`src/rtl/seq_math_engine.sv`:
```
// Purpose: multi-cycle GCD (repeated subtraction) / factorial (repeated multiply) engine with overflow flag.
// Latency: GCD = number of subtract steps + 2 cycles from accept to out_valid; FACT(n) = n+2 cycles (shorter on overflow).
// Backpressure: one command in flight; in_ready low from accept until the cycle after the result handshake; result held while out_ready=0.
//
// Ports:
//   clk, rst_n           clock (rising edge), asynchronous active-low reset
//   in_valid/in_ready    command handshake; op (0=GCD(a,b), 1=FACT(a)), a, b operands
//   out_valid/out_ready  result handshake; result, ovf (factorial did not fit in N bits, result=0)
//   busy                 engine is running or holding an unconsumed result
//   cycles               (only with SEQ_MATH_CYCLE_CNT_EN) iteration-step count of the last command, saturating
//
// Optional feature macro: SEQ_MATH_CYCLE_CNT_EN adds the cycles output and its counter.

module seq_math_engine #(
  parameter int N = 16
) (
  input  logic         clk,
  input  logic         rst_n,
  input  logic         in_valid,
  output logic         in_ready,
  input  logic         op,
  input  logic [N-1:0] a,
  input  logic [N-1:0] b,
  output logic         out_valid,
  input  logic         out_ready,
  output logic [N-1:0] result,
  output logic         ovf,
  output logic         busy
`ifdef SEQ_MATH_CYCLE_CNT_EN
  ,
  output logic [N-1:0] cycles
`endif
);

  typedef enum logic [1:0] {
    IDLE     = 2'd0,
    RUN_GCD  = 2'd1,
    RUN_FACT = 2'd2,
    DONE     = 2'd3
  } state_t;

  localparam logic [N-1:0] ONE_N = {{(N-1){1'b0}}, 1'b1};
  localparam logic [N:0]   K_ONE = {{N{1'b0}}, 1'b1};

  state_t state_q, state_d;

  // x/y are shared between the two operations:
  //   GCD : x, y are the two running operands
  //   FACT: x is the accumulator, y holds n
  logic [N-1:0] x_q, x_d;
  logic [N-1:0] y_q, y_d;
  logic [N:0]   k_q, k_d;   // one bit wider so k>n can still terminate when n is all-ones
  logic [N-1:0] result_d;
  logic         ovf_d;

  // Single shared subtractor: always subtracts the smaller from the larger.
  logic         x_gt_y;
  logic [N-1:0] diff;
  assign x_gt_y = (x_q > y_q);
  assign diff   = x_gt_y ? (x_q - y_q) : (y_q - x_q);

  // Single shared N x N multiplier. k[N] can only be set once k>n already holds,
  // so the low N bits of k are all the multiplier ever needs.
  logic [2*N-1:0] prod;
  assign prod = {{N{1'b0}}, x_q} * {{N{1'b0}}, k_q[N-1:0]};

  logic gcd_done, fact_done, prod_ovf, accept;
  assign gcd_done  = (x_q == '0) || (y_q == '0) || (x_q == y_q);
  assign fact_done = (k_q > {1'b0, y_q});
  assign prod_ovf  = |prod[2*N-1:N];
  assign accept    = (state_q == IDLE) && in_valid;

  // All handshake/status outputs decode the state register only, so there is
  // no combinational path from in_valid/out_ready to any output.
  assign in_ready  = (state_q == IDLE);
  assign out_valid = (state_q == DONE);
  assign busy      = (state_q != IDLE);

  always_ff @(posedge clk or negedge rst_n) begin
    if (!rst_n) begin
      state_q <= IDLE;
      x_q     <= '0;
      y_q     <= '0;
      k_q     <= '0;
      result  <= '0;
      ovf     <= 1'b0;
    end else begin
      state_q <= state_d;
      x_q     <= x_d;
      y_q     <= y_d;
      k_q     <= k_d;
      result  <= result_d;
      ovf     <= ovf_d;
    end
  end

  always_comb begin
    state_d  = state_q;
    x_d      = x_q;
    y_d      = y_q;
    k_d      = k_q;
    result_d = result;
    ovf_d    = ovf;
    case (state_q)
      IDLE: begin
        if (accept) begin
          ovf_d = 1'b0;
          k_d   = K_ONE;
          if (op) begin
            x_d     = ONE_N;
            y_d     = a;
            state_d = RUN_FACT;
          end else begin
            x_d     = a;
            y_d     = b;
            state_d = RUN_GCD;
          end
        end
      end
      RUN_GCD: begin
        if (gcd_done) begin
          // Covers gcd(0,y)=y, gcd(x,0)=x, gcd(0,0)=0 and x==y.
          result_d = x_q | y_q;
          state_d  = DONE;
        end else if (x_gt_y) begin
          x_d = diff;
        end else begin
          y_d = diff;
        end
      end
      RUN_FACT: begin
        if (fact_done) begin
          result_d = x_q;
          state_d  = DONE;
        end else if (prod_ovf) begin
          ovf_d    = 1'b1;
          result_d = '0;
          state_d  = DONE;
        end else begin
          x_d = prod[N-1:0];
          k_d = k_q + K_ONE;
        end
      end
      DONE: begin
        if (out_ready) state_d = IDLE;
      end
      default: state_d = IDLE;
    endcase
  end

`ifdef SEQ_MATH_CYCLE_CNT_EN
  // Counts the iteration steps (cycles that update x/y/k); the final cycle that
  // only detects completion is not counted.
  logic         step;
  logic [N-1:0] cyc_q;
  assign step = ((state_q == RUN_GCD)  && !gcd_done) ||
                ((state_q == RUN_FACT) && !fact_done && !prod_ovf);

  always_ff @(posedge clk or negedge rst_n) begin
    if (!rst_n) begin
      cyc_q <= '0;
    end else if (accept) begin
      cyc_q <= '0;
    end else if (step && (cyc_q != '1)) begin
      cyc_q <= cyc_q + ONE_N;
    end
  end

  assign cycles = cyc_q;
`endif

endmodule

```
`config.mk`:
```
export PLATFORM = sky130hd
export DESIGN_NAME = seq_math_engine
export DESIGN_NICKNAME = d
export VERILOG_FILES = /design/src/rtl/seq_math_engine.sv
export SDC_FILE = /design/constraint.sdc
export NUM_CORES = 1
export LEC_CHECK = 0
export ABC_CLOCK_PERIOD_IN_PS = 7600
export BUFFER_PORTS_ARGS = -buffer_cell sky130_fd_sc_hd__buf_2
export CELL_PAD_IN_SITES_DETAIL_PLACEMENT = 1
export CELL_PAD_IN_SITES_GLOBAL_PLACEMENT = 2
export CORE_MARGIN = 1.5
export CORE_UTILIZATION = 37
export DETAILED_ROUTE_END_ITERATION = 10
export GPL_ROUTABILITY_DRIVEN = 0
export PLACE_DENSITY_LB_ADDON = 0.1
export SYNTH_ARGS = -nofsm -noshare
export SYNTH_HDL_FRONTEND = slang
export SYNTH_SLANG_ARGS = --single-unit
export TNS_END_PERCENT = 20
```
`constraint.sdc`:
```
create_clock -name clk -period 7.6 [get_ports clk]
set_input_delay 0.76 -clock clk [delete_from_list [all_inputs] [get_ports clk]]
set_output_delay 0.76 -clock clk [all_outputs]
set_load 0.05 [all_outputs]
```
After elaboration in Yosys (flattened, before gate mapping):

Index checks and enable logic that the tools add are counted.

* bits in registers: 68
* bits of input ports: 37
* output and inout port bits: 20
* word-level logic and storage cells: 77

* add/sub/neg operators: 3
* multipliers: 1
* order comparisons: 2
* equal/unequal tests: 14
* multiplexer cells: 32
* bitwise operators: 1
* reduce and logical (&&, ||, !) cells: 18

Operators with widths (count)
* $mux 16: 14
* $pmux 16 s2: 2
* $mux 17: 3
* $pmux 16 s3: 1
* $pmux 17 s2: 1
* $logic_not 16->1: 2
* $mul 16x16->32: 1
* $sub 16x16->16: 2
* $add 17x1->17 const B: 1
* $gt 17x16->1: 1
* $eq 16x16->1: 1
* $gt 16x16->1: 1
* $or 16x16->16: 1
* $reduce_and 4->1: 4
* $reduce_or 16->1: 1
* $ne 2x2->1 const B: 7
* $mux 2: 6
* $pmux 2 s4: 1
* $reduce_bool 2->1: 4
* $reduce_and 6->1: 1
* $eq 2x2->1 const B: 2
* $ne 2x1->1 const B: 2
* $mux 1: 3
* $ne 3x3->1 const B: 1
* other kinds (7): 8

Depth between registers and ports, before layout:

* word-level depth: 5
* mapped depth: 30
* mapped depth without buffers: 25

Least setup slack after synthesis:

OpenSTA, ideal clock, no wires.

* path kind: register to register
* start point: reg k_q[2]
* end point: reg x_q[12]
* setup time: 125 ps
* data arrival time: 7117 ps
* required time: 7475 ps
* setup slack: 359 ps
* stages on the path, launching flop included: 26
* path buffers: 4
* clock period less this slack: 7241 ps
* cells stage by stage: dfrtp_1 clkbuf_1 clkbuf_1 nand2_1 fa_1 fa_1 fa_1 fa_1 inv_1 fa_1 inv_1 fa_1 inv_1 ha_1 a21oi_2 o21ai_1 a221oi_2 nand4_2 a311o_1 nor4_2 nand4b_2 o31ai_1 and4_1 buf_4 buf_6 mux2_2

* cells in the longest elaborated chain, start to end: 4
* elaborated cells between the ends (all ways): 9
* those cells by class: mul (1); order compare (1); eq/ne (2); mux (3); reduce/logical (2)

RTL lines
* start, declared: RTL line 52 `logic [N:0] k_q, k_d;`
* start signal, assigned: RTL line 91 `k_q <= k_d;`
* $mul 16x16->32: RTL line 65 `assign prod = {{N{1'b0}}, x_q} * {{N{1'b0}}, k_q[N-1:0]};`
* $reduce_or 16->1 or $mux 16 (tied branches): RTL line 70, 135
* $ne 2x2->1 (no source line) or $mux 16 (tied branches)
* $reduce_and 6->1 (no source line) or $pmux 16 s3 (tied branches)
* end signal, assigned: RTL line 82 `x_q <= '0;`
* end signal, assigned: RTL line 89 `x_q <= x_d;`
* end, declared: RTL line 50 `logic [N-1:0] x_q, x_d;`

Parallel ways exist; a longest one is shown, timed or not. The select of a mux whose other input is x is not followed.
A chain may end at the register's enable or synchronous reset.

Final worst setup path:

* start point: reg x_q[13]
* end point: reg k_q[13]

* cells in the longest elaborated chain, start to end: 4

RTL lines
* $mul 16x16->32: RTL line 65
* $reduce_or 16->1: RTL line 70 `assign prod_ovf = |prod[2*N-1:N];`
* $ne 2x2->1 (no source line)
* $reduce_and 4->1 (no source line)

No other way between the ends.

==> results.md <==
- Worst reg2reg path startpoint: x_q[13]$_DFFE_PN0P_
- Most frequent cells in the layout: sky130_fd_sc_hd__inv_1, sky130_fd_sc_hd__nand2_1, sky130_fd_sc_hd__fa_1, sky130_fd_sc_hd__ha_1, sky130_fd_sc_hd__buf_4
- Start point of the critical path: x_q[13]$_DFFE_PN0P_
- Antenna violations before repair: 1
- Initial Util: 0.3742
- CTS clock-pin slew for the worst setup and hold paths: 0.07 ns
- First-pass GRT wire length: 86.91 mm
- Total number of clock tree sinks: 68
- Sequential cell area fraction in the yosys report: 0.1145
- Worst min-delay path startpoint: result[6]$_DFFE_PN0P_
- Clock buffers created by TritonCTS: 9
- Yosys warning total: 0
- Total count of max-transition violations in the final report: 0
- Remaining Overflow, GRT: 0
- Number of buffers inserted by hold repair at cts: 0
- I/O pin count: 57
- Placed wire-length estimate after detailed placement: 46.31 mm
- Buffer depth of the longest clock path: 2
- Hold Fails Final Rpt: 0
- Top FF cell, synth: sky130_fd_sc_hd__dfrtp_1
- Critical path required time: 7.86 ns
- Number of flops mapped to enable cells by yosys: 0
- DRT Wirelength: 55.21 mm
- DIE WIDTH: 203.5 um
- Detailed-route wire length per cell: 23.30 um
- Net Count, Synth: 2157
- Most common cell after layout, fill and taps aside: sky130_fd_sc_hd__inv_1
- Final Critical Period: 7.325 ns
- Leading area contributor after synthesis: sky130_fd_sc_hd__fa_1
- Setup CP Type: register to register
- Multi-input gate area in the final layout: 0.01184 sq mm
- Max FO, Critical Path: 7
- Number of antenna diodes: 0
- DRC violations left: 0
- CTS H-tree lvls: 3
- Sum of negative setup slack: 0 ns
- Leading post-synthesis cells by cell area: sky130_fd_sc_hd__fa_1, sky130_fd_sc_hd__ha_1, sky130_fd_sc_hd__dfrtp_1
- Layout cell share with drive strength beyond 1: 0.1497
- Status: completed
- Top cell type's share of synthesized area: 0.2639
- Kind of end point of the critical path: register
- Measured slew at the worst slew-check pin: 1.042 ns
- Ratio of routed vias to standard cells: 5.447
- Post-synth design cell area: 0.01487 sq mm
- DR pass1 iterations: 5
- Upper clock frequency limit: 136.5 MHz
- Syn_area_per_cell: 8.486 sq um
- Filler Cells Inserted: 4707
- Clk root buf: sky130_fd_sc_hd__clkbuf_16
- CTS tree: done
- Post-synth cell types: 79
- Net total in the final layout: 2244
- Largest net degree at the start of global routing: 69
- Die area: 0.04139 sq mm
- All-layer global routing usage: 0.2772
- Max cap viols: 0
- Kind of launch point of the worst setup path: register
- Register bit count reported by yosys: 68
- Headroom to the max-slew limit: 0.3004
- Area of the core: 0.03973 sq mm
- Share of synthesized flip-flops with an asynchronous set or reset: 1.000
- Worst Skew: 0.01323 ns
- Critical Path AT: 7.58 ns
- Number of core rows: 73
- Count of nets left with antenna violations after detail routing: 0
- Portion of the clock cycle consumed by the worst path in the final layout: 0.9638
- Detailed Route Iter0 Violations: 558
- FF/Latch Area: 0.001728 sq mm
- Chip height: 203.5 um
- Setup-failing EPs final: 0
- Via count: 12905
- Layout overhead on the synthesized area: 12.46%
- Count of port buffers added during placement: 56
- Clock latency of the later-clocked register in the worst-skew pair: 0.35 ns
- Gate count of the mapped netlist: 1752
- Type of the most critical hold path: register to register
- Vias in the first global route: 14159
layout make-up:
| cell class | instances | share of cell area |
|---|---|---|
| Clock buffer | 9 | 0.01347 |
| Clock inverter | 7 | 0.003517 |
| Inverter | 260 | 0.05837 |
| Multi-Input combinational cell | 1324 | 0.7083 |
| Sequential cell | 68 | 0.1033 |
| Tap cell | 525 | 0.03929 |
| Timing Repair Buffer | 176 | 0.07371 |
path summary, 6_finish.rpt:
path / to / slack (ns) / cells past startpoint
worst max register to register: k_q[13]$_DFFE_PN0P_ / 0.28 / 23
worst min-delay path: result[6]$_DFFE_PN0P_ / 0.50 / 1
max in group asynchronous: k_q[10]$_DFFE_PN0P_ / 6.34 / 1
worst min register to register: result[6]$_DFFE_PN0P_ / 0.50 / 1
min in group asynchronous: y_q[8]$_DFFE_PN0P_ / 0.53 / 1
worst max-delay path: k_q[13]$_DFFE_PN0P_ / 0.28 / 23
metrics by stage:
| stage | instances | utilization | worst slack [ns] | hold WS (ns) | area [sq um] |
|---|---|---|---|---|---|
| final | 2369 | 0.4208 | 0.2754 | 0.5014 | 16720 |
| after detailed placement | 2348 | 0.4106 | 0.07155 | 0.4904 | 16310 |
| after global routing | 2369 | 0.4208 | -0.009121 | 0.5143 | 16720 |
| after global placement | 2348 | 0.4106 | 0.09383 | 0.4870 | 16310 |
| after floorplan | 1752 | - | 0.3587 | 0.4644 | 14870 |
| after CTS | 2364 | 0.4178 | 0.02277 | 0.5058 | 16600 |
Yosys cell counts, types with 22 or more instances:
master and count:
sky130_fd_sc_hd__fa_1 196, sky130_fd_sc_hd__mux2i_1 37, sky130_fd_sc_hd__mux2_2 31, sky130_fd_sc_hd__nor2_1 90, sky130_fd_sc_hd__xnor2_1 22, sky130_fd_sc_hd__clkbuf_1 82
sky130_fd_sc_hd__inv_1 258, sky130_fd_sc_hd__ha_1 172, sky130_fd_sc_hd__dfrtp_1 68, sky130_fd_sc_hd__a21oi_1 71, sky130_fd_sc_hd__nand3_1 24, sky130_fd_sc_hd__nand2_1 242
sky130_fd_sc_hd__o21ai_0 44, sky130_fd_sc_hd__and2_1 80
kinds of logic (layout without fill, tap and decap cells):
| family | after synthesis | count (layout) | share of synthesized area |
|---|---|---|---|
| xor+xnor | 30 | 30 | 0.01767 |
| simple gates | 548 | 548 | 0.1758 |
| buf+inv | 360 | 452 | 0.09258 |
| mux | 73 | 73 | 0.05218 |
| flops | 68 | 68 | 0.1145 |
| compound gates | 305 | 305 | 0.1386 |
| fa+ha+maj | 368 | 368 | 0.4087 |
routing by layer:
metal	wire length, um	global-route usage	up-vias
li1	-	-	5970
met1	24690	0.3748	6631
met2	27190	0.4806	238
met3	1888	0.01854	66
met4	1439	0.07063	0
met5	0	0	-
critical path, cell delays in order (launching register included):
cell and delay [ns]:
sky130_fd_sc_hd__dfrtp_1 0.54, sky130_fd_sc_hd__nand2_1 0.16, sky130_fd_sc_hd__fa_1 0.53, sky130_fd_sc_hd__inv_1 0.06, sky130_fd_sc_hd__fa_1 0.52, sky130_fd_sc_hd__inv_1 0.08, sky130_fd_sc_hd__fa_1 0.50, sky130_fd_sc_hd__fa_1 0.53
sky130_fd_sc_hd__fa_1 0.55, sky130_fd_sc_hd__inv_1 0.05, sky130_fd_sc_hd__fa_1 0.48, sky130_fd_sc_hd__ha_1 0.34, sky130_fd_sc_hd__a21oi_1 0.08, sky130_fd_sc_hd__buf_4 0.16, sky130_fd_sc_hd__o31ai_1 0.27, sky130_fd_sc_hd__a31oi_2 0.11
sky130_fd_sc_hd__and3_1 0.20, sky130_fd_sc_hd__a311o_1 0.34, sky130_fd_sc_hd__nor4_2 0.23, sky130_fd_sc_hd__nand4b_2 0.15, sky130_fd_sc_hd__buf_4 0.20, sky130_fd_sc_hd__or4_4 0.55, sky130_fd_sc_hd__or4_1 0.48, sky130_fd_sc_hd__o211ai_1 0.10
what timing repair did:
item,CTS,global route
buffers inserted,0,5
pin swaps,0,4
endpoints found under the hold margin,0,0
setup endpoints to repair,10,48
resized for setup,1,34
flip-flops by register name (all words and copies together) (netlist names):
signal and cells:
k_q 17, result 16, x_q 16, y_q 16, state_q 2, ovf 1
Power is left out: the tool's default activity adds up to more than one toggle a clock period on the data nets, which glitch-free logic cannot reach.
